## config.mk

```make
export PLATFORM = sky130hd
export DESIGN_NAME = fetch_stage
export DESIGN_NICKNAME = d
export VERILOG_FILES = /design/src/rtl/mips_pkg.sv /design/src/rtl/if_id_reg.sv /design/src/rtl/fetch_stage.sv
export SDC_FILE = /design/constraint.sdc
export NUM_CORES = 1
export LEC_CHECK = 0
export CAP_MARGIN = 40
export CELL_PAD_IN_SITES_DETAIL_PLACEMENT = 1
export CELL_PAD_IN_SITES_GLOBAL_PLACEMENT = 1
export CORE_UTILIZATION = 39
export CTS_BUF_LIST = sky130_fd_sc_hd__clkbuf_16
export DETAILED_ROUTE_END_ITERATION = 8
export PLACE_DENSITY = 0.89
export SYNTH_ARGS = -nofsm -noshare
export SYNTH_HDL_FRONTEND = slang
export SYNTH_SLANG_ARGS = --single-unit
```

## constraint.sdc

```tcl
create_clock -name clk -period 3.08 [get_ports clk]
set_input_delay 0.308 -clock clk [delete_from_list [all_inputs] [get_ports clk]]
set_output_delay 0.308 -clock clk [all_outputs]
set_load 0.1 [all_outputs]
```

## src/rtl/mips_pkg.sv

```systemverilog
// Shared definitions for the MIPS pipeline front end: word types, reset
// defaults and the fetch-stage state encoding.
package mips_pkg;

    localparam int WORD_W    = 32;
    localparam int REG_IDX_W = 5;

    typedef logic [WORD_W-1:0]    word_t;
    typedef logic [REG_IDX_W-1:0] reg_idx_t;

    localparam word_t NOP_INSTR_DEFAULT = 32'h0000_0000;
    localparam word_t RESET_PC_DEFAULT  = 32'h0000_0000;

    typedef enum logic [1:0] {
        FETCH    = 2'd0,
        BUFFERED = 2'd1,
        DISCARD  = 2'd2
    } fetch_state_e;

    // Sequential word address; wraps at the top of the 32-bit space.
    function automatic word_t next_word_addr(input word_t pc);
        return pc + 32'd4;
    endfunction

endpackage

```

## src/rtl/if_id_reg.sv

```systemverilog
// IF/ID pipeline register: a bubble overrides a load, otherwise the
// register holds.
module if_id_reg
    import mips_pkg::*;
#(
    parameter word_t NOP_INSTR = NOP_INSTR_DEFAULT
) (
    input  logic  clk,
    input  logic  reset,
    input  logic  bubble,
    input  logic  load,
    input  word_t next_instr,
    input  word_t next_pc,
    output word_t instruction_id,
    output word_t pc_id,
    output logic  id_valid
);

    // NOTE: state registers use non-blocking assignments so every flop
    // samples values from before the clock edge.
    always_ff @(posedge clk or negedge reset) begin
        if (!reset) begin
            instruction_id <= NOP_INSTR;
            pc_id          <= '0;
            id_valid       <= 1'b0;
        end else if (bubble) begin
            // pc_id is left alone so the bubble keeps its neighbour's PC.
            instruction_id <= NOP_INSTR;
            id_valid       <= 1'b0;
        end else if (load) begin
            instruction_id <= next_instr;
            pc_id          <= next_pc;
            id_valid       <= 1'b1;
        end
    end

endmodule

```

## src/rtl/fetch_stage.sv

```systemverilog
// Instruction fetch: PC register, imem request port with a one-entry skid
// buffer, and a discard state for redirects while a fetch is outstanding.
module fetch_stage
    import mips_pkg::*;
#(
    parameter word_t RESET_PC  = RESET_PC_DEFAULT,
    parameter word_t NOP_INSTR = NOP_INSTR_DEFAULT
) (
    input  logic  clk,
    input  logic  reset,
    input  logic  PcWrite,
    input  logic  if_idWrite,
    input  logic  if_idFlush,
    input  logic  pc_src,
    input  word_t address_out,
    output logic  imem_req,
    output word_t imem_addr,
    input  logic  imem_ready,
    input  word_t imem_rdata,
    output word_t instruction_id,
    output word_t pc_id,
    output logic  id_valid,
    output word_t pc_if,
    output logic  fetch_stall
);

    fetch_state_e state, state_next;
    word_t        pc_next, req_addr, skid_instr, id_instr;
    logic         fire, advance, id_bubble, id_load, skid_capture;

    assign fire        = imem_req && imem_ready;
    assign advance     = PcWrite && if_idWrite;
    assign imem_addr   = (state == DISCARD) ? req_addr : pc_if;
    assign fetch_stall = (state == DISCARD) ||
                         ((state == FETCH) && imem_req && !imem_ready);

    always_comb begin
        // NOTE: every signal gets a default first so no path infers a latch.
        state_next   = state;
        pc_next      = pc_if;
        id_bubble    = if_idFlush;
        id_load      = 1'b0;
        id_instr     = imem_rdata;
        skid_capture = 1'b0;
        unique case (state)
            FETCH: begin
                if (pc_src) begin
                    pc_next   = address_out;
                    id_bubble = 1'b1;
                    if (imem_req && !imem_ready) state_next = DISCARD;
                end else if (fire) begin
                    if (advance) begin
                        id_load = 1'b1;
                        pc_next = next_word_addr(pc_if);
                    end else begin
                        skid_capture = 1'b1;
                        state_next   = BUFFERED;
                    end
                end else if (if_idWrite) begin
                    id_bubble = 1'b1;
                end
            end
            BUFFERED: begin
                // The PC is frozen here, so pc_if is still the buffered word's PC.
                if (pc_src) begin
                    pc_next    = address_out;
                    id_bubble  = 1'b1;
                    state_next = FETCH;
                end else if (advance) begin
                    id_load    = 1'b1;
                    id_instr   = skid_instr;
                    pc_next    = next_word_addr(pc_if);
                    state_next = FETCH;
                end
            end
            DISCARD: begin
                if (if_idWrite || pc_src) id_bubble = 1'b1;
                if (pc_src) pc_next = address_out;
                if (fire) state_next = FETCH;
            end
            default: state_next = FETCH;
        endcase
    end

    // imem_req is registered so it stays low through reset and only rises
    // once the first clock edge after release has been taken.
    always_ff @(posedge clk or negedge reset) begin
        if (!reset) begin
            state      <= FETCH;
            pc_if      <= RESET_PC;
            req_addr   <= RESET_PC;
            skid_instr <= '0;
            imem_req   <= 1'b0;
        end else begin
            state    <= state_next;
            pc_if    <= pc_next;
            imem_req <= (state_next != BUFFERED);
            if (state == FETCH) req_addr <= pc_if;
            if (skid_capture)   skid_instr <= imem_rdata;
        end
    end

    if_id_reg #(
        .NOP_INSTR(NOP_INSTR)
    ) u_if_id (
        .clk           (clk),
        .reset         (reset),
        .bubble        (id_bubble),
        .load          (id_load),
        .next_instr    (id_instr),
        .next_pc       (pc_if),
        .instruction_id(instruction_id),
        .pc_id         (pc_id),
        .id_valid      (id_valid)
    );

endmodule

```

## Word-level counts from Yosys, hierarchy flattened

Cells that the tools add are included.

| storage, ports and cells | value |
|---|---|
| register bits after elaboration | 164 |
| input port bits | 71 |
| output and inout port bits | 131 |
| word-level logic and storage cells | 65 |

| cells by class | value |
|---|---|
| $add $sub $neg | 1 |
| equal/unequal tests | 5 |
| mux-type cells | 37 |
| bitwise gates (word level) | 1 |
| reduce and logical (&&, ||, !) cells | 13 |

Operators with widths:

| cell | count |
|---|---|
| two-way mux 32 bit | 11 |
| one-hot mux 32 bit (3 select lines) | 1 |
| adder 32 x 3 -> 32 bit, second input constant | 1 |
| two-way mux 1 bit | 15 |
| two-way mux 2 bit | 7 |
| one-hot mux 2 bit (3 select lines) | 1 |
| logical AND 1 bit | 5 |
| inequality test 3 bit, second input constant | 1 |
| one-hot mux 1 bit (3 select lines) | 1 |
| AND reduction 3 bit | 1 |
| nonzero test 3 bit | 1 |
| equality test 2 x 1 -> 1 bit, second input constant | 1 |
| equality test 2 bit, second input constant | 1 |
| logical NOT 2 bit | 1 |
| logical OR 1 bit | 2 |
| inequality test 2 x 1 -> 1 bit, second input constant | 1 |
| inequality test 2 bit, second input constant | 1 |
| one-hot mux 1 bit (2 select lines) | 1 |
| AND reduction 2 bit | 1 |
| nonzero test 2 bit | 1 |
| logical NOT 1 bit | 1 |
| inverter 1 bit | 1 |

## Depth between registers and ports, before layout

| depth | value |
|---|---|
| depth in word-level cells | 7 |
| mapped depth | 9 |
| mapped depth without buffers | 7 |

## Modules after synthesis

A second synthesis with hierarchy kept.

| second synthesis, totals | value |
|---|---|
| cell total of the unflattened synthesis | 663 |
| area total of the unflattened synthesis | 8,099.0 sq um |

By module, submodules not included:

| module | times used | cells an instance | area an instance (sq um) | sequential area each (sq um) |
|---|---|---|---|---|
| fetch_stage | 1 | 487 | 5,450.2 | 2,477.4 |
| if_id_reg | 1 | 176 | 2,648.8 | 1,626.6 |

## Least setup slack after synthesis

No wires, ideal clock.

| path | value |
|---|---|
| kind | register to output |
| start | register pc_if[23] |
| end | output port imem_addr[23] |
| arrival | 3,380 ps |
| path slack | -608 ps |
| stages on the path, launching flop included | 4 |
| buffers on the path | 1 |
| path through | dfrtp_1 clkbuf_1 inv_1 o21ai_0 |

| between the ends | value |
|---|---|
| word-level cells in the longest chain between the ends | 1 |

Ends and longest elaborated chain:

| element | RTL line | source |
|---|---|---|
| start, declared | fetch_stage.sv:23 | `output word_t pc_if,` |
| start signal, assigned | fetch_stage.sv:96 | `pc_if <= pc_next;` |
| two-way mux 32 bit | fetch_stage.sv:33 | `assign imem_addr = (state == DISCARD) ? req_addr : pc_if;` |
| end, declared | fetch_stage.sv:17 | `output word_t imem_addr,` |

No other way between the ends.

## Final worst setup path

| path | value |
|---|---|
| start | register state[1] |
| end | register u_if_id.instruction_id[4] |

| between the ends | value |
|---|---|
| word-level cells in the longest chain between the ends | 4 |

Ends and longest elaborated chain:

| element | RTL line | source |
|---|---|---|
| start, declared | fetch_stage.sv:27 | `fetch_state_e state, state_next;` |
| start signal, assigned | fetch_stage.sv:95 | `state <= state_next;` |
| equality test 2 x 1 -> 1 bit | fetch_stage.sv:45 | `unique case (state)` |
| two-way mux 32 bit | fetch_stage.sv:45 |  |
| two-way mux 32 bit | if_id_reg.sv:30 | `end else if (load) begin` |
| two-way mux 32 bit | if_id_reg.sv:26 | `end else if (bubble) begin` |
| end signal, assigned | if_id_reg.sv:31 | `instruction_id <= next_instr;` |
| end, declared | if_id_reg.sv:14 | `output word_t instruction_id,` |

Several ways; a longest one is shown, not always the timed one. The select of a mux whose other input is x is not followed.
A chain may end at the register's enable or synchronous reset.

==> qor.yml <==
cts_num_sinks: 164
dpl.cell_count: 1171
reg2reg_from: "state[1]"
grt_max_degree: 59
worstRegToRegCells: 8
yosysMostFrequentCell: "dfrtp_1"
cts_setup_buffers: 0
run_status: "finished clean"
worstSkewPairLatency_ns: 0.44
n_antenna_cell: 0
synthSimpleGateAreaFrac_pct: 10.07
timing.critical_path.arrival_ns: 3.10
synth.largest_area_cell: "dfrtp_1"
overflow: 0
die_w_um: 144.2
syn_avg_cell_area_um2: 11.55
max_cap_violations: 0
cp-start-kind: "flip-flop"
pin_count: 202
wirelength_um: 27890
crit_path_end_kind: "flip-flop"
nets: 1002
min_path_type: "in2async"
vias: 6786
dr.first_iter.drc_count: 383
chipHeight_um: 144.2
synth-xor-area-share_pct: 0
worst_pin_slew_ns: 0.7934
slew_viol_final: 0
synthesis.nets: 759
worstSetupPathType: "reg2reg"
synth_mux_area_share_pct: 22.96
rsz0062_at_grt: "false"
synthesis.area_um2: 7886
grt_use_total_pct: 27.65
synth_top_flop_cell: "dfrtp_1"
fp-row-count: 51
cts_tree: "yes"
synth_compound_area_share_pct: 10.90
ys_top_cells_by_count: "dfrtp_1, mux2_2, nor2_1"
final-instance-count-excl-fill: 1204
required_ns: 3.40
synthArstFlopShare_pct: 100.0
path_max_fanout: 42
ctsHtreeMaxLevel: 4
antenna_found_initial: 0
synthDistinctLibCells: 54
cts_root_buffer: "clkbuf_16"
finalCritPeriodShare_pct: 90.45
yosysWarnings: 0
grt_pass1_vias: 7522
finalClockSkew_ns: 0.01165
die_area_um2: 20790
clk_pin_slew_ns: 0.08
synth_top_area_share_pct: 52.04
ys_seq_area_share_pct: 52.04
grt_pass1_wl_um: 42620
rrSetupSlack_ns: 0.29
core_area_um2: 19650
port_buffers: 201
timing.hold.ws_ns: 0.4208
setup_viol: 0
floorplan.initialDensity_pct: 40.13
synthTopCellsByArea: "dfrtp_1, mux2_2, mux2i_1"
gp_congestion: 0.8324
postRouteAntennaNets: 0
cts_buffer_depth: 2
max-slew-margin-rel_pct: 46.62
drc: 0
max_freq_mhz: 359.0
wire_per_inst_um: 23.16
tns_ns: 0
synth_edf_count: 0
synthAdderAreaFrac_pct: 0.7933
hpwl_um: 19660
drtPass1Iterations: 5
hold_viol_final: 0
syn2layout_area_growth_pct: 45.91
min_period_ns: 2.786
r2r-end: "u_if_id.instruction_id[4]"
synth_seq_cells: 164
vias_per_cell: 5.636
numCtsBuffers: 17
drive_gt1_share_pct: 34.19
synth_top_family_by_area: "multiplexers"
synth_cells: 683
==> final cells by class <==
class | count | area (um2)
fillers | 2063 | 8147
flip-flops and latches | 164 | 4104
multi-input cells | 458 | 3548
repair buffers | 279 | 2919
clock buffers | 17 | 425.4
well taps | 265 | 331.6
clock inverters | 15 | 156.4
inverters | 6 | 22.52
==> cells by family after synthesis <==
logic type,Yosys count
mux,165
flops,164
buf+inv,61
simple gates,162
compound gates,126
fa+ha+maj,5
==> stage by stage <==
stage | area (um2) | util [%] | setup WS (ns)
final | 11510 | 58.55 | 0.2941
after detailed placement | 10920 | 55.54 | 0.3102
after global placement | 10020 | 50.99 | 0.4906
after floorplan | 7886 | - | 0.1475
after global routing | 11510 | 58.55 | 0.1825
after CTS | 11510 | 58.55 | 0.3086
==> cells in the final DEF, fill, tap and decap left out, types with 6 or more instances in the layout <==
| cell type | synthesis | layout |
|---|---|---|
| mux2_2 | 126 | 126 |
| nand4_1 | 10 | 10 |
| a211oi_1 | 38 | 38 |
| clkinv_4 | 0 | 6 |
| and3_1 | 6 | 6 |
| and4_1 | 6 | 6 |
| mux2i_1 | 38 | 38 |
| a21oi_1 | 25 | 25 |
| nand2_1 | 35 | 34 |
| clkdlybuf4s50_1 | 0 | 126 |
| nand3_1 | 17 | 17 |
| o21ai_0 | 21 | 18 |
| inv_1 | 6 | 6 |
| buf_8 | 0 | 54 |
| buf_4 | 1 | 91 |
| nor3_1 | 16 | 15 |
| clkbuf_16 | 0 | 17 |
| dfrtp_1 | 164 | 164 |
| nor2_1 | 49 | 48 |
| nor4_1 | 7 | 7 |
==> worst max-delay path by stage <==
stage	startpoint	to	slack, ns
after floorplan	pc_if[23]	imem_addr[23]	0.15
after global placement	imem_ready	pc_if[25]	0.49
after detailed placement	state[1]	u_if_id.instruction_id[4]	0.31
after CTS	state[1]	u_if_id.instruction_id[4]	0.31
after global routing	state[1]	u_if_id.instruction_id[4]	0.18
final	state[1]	u_if_id.instruction_id[4]	0.29
==> sequential cells by signal, indices dropped and copies added (netlist names) <==
register / cells
pc_if: 32
req_addr: 32
skid_instr: 32
u_if_id.instruction_id: 32
u_if_id.pc_id: 32
state: 2
imem_req: 1
u_if_id.id_valid: 1
==> worst max-delay path: stages (launching register included) <==
cell      delay [ns]
dfrtp_1         0.43
inv_1           0.16
ha_2            0.21
buf_4           0.47
a31oi_1         0.18
nor3_2          0.28
buf_4           0.46
nor2_1          0.12
a211oi_1        0.34
==> timing repair <==
item,4_1_cts,5_1_grt
hold buffers,1,0
endpoints found under the hold margin,55,0
resized for setup,0,0
==> metal layers <==
metal	wire length [um]	track usage (%)	vias to the layer above
met5	0	0	-
met4	1041	13.41	0
met3	1870	6.457	68
li1	-	-	3005
met2	14330	48.39	290
met1	10650	31.76	3423
Power is left out: the tool's default activity adds up to more than one toggle a clock period on the data nets, which glitch-free logic cannot reach.
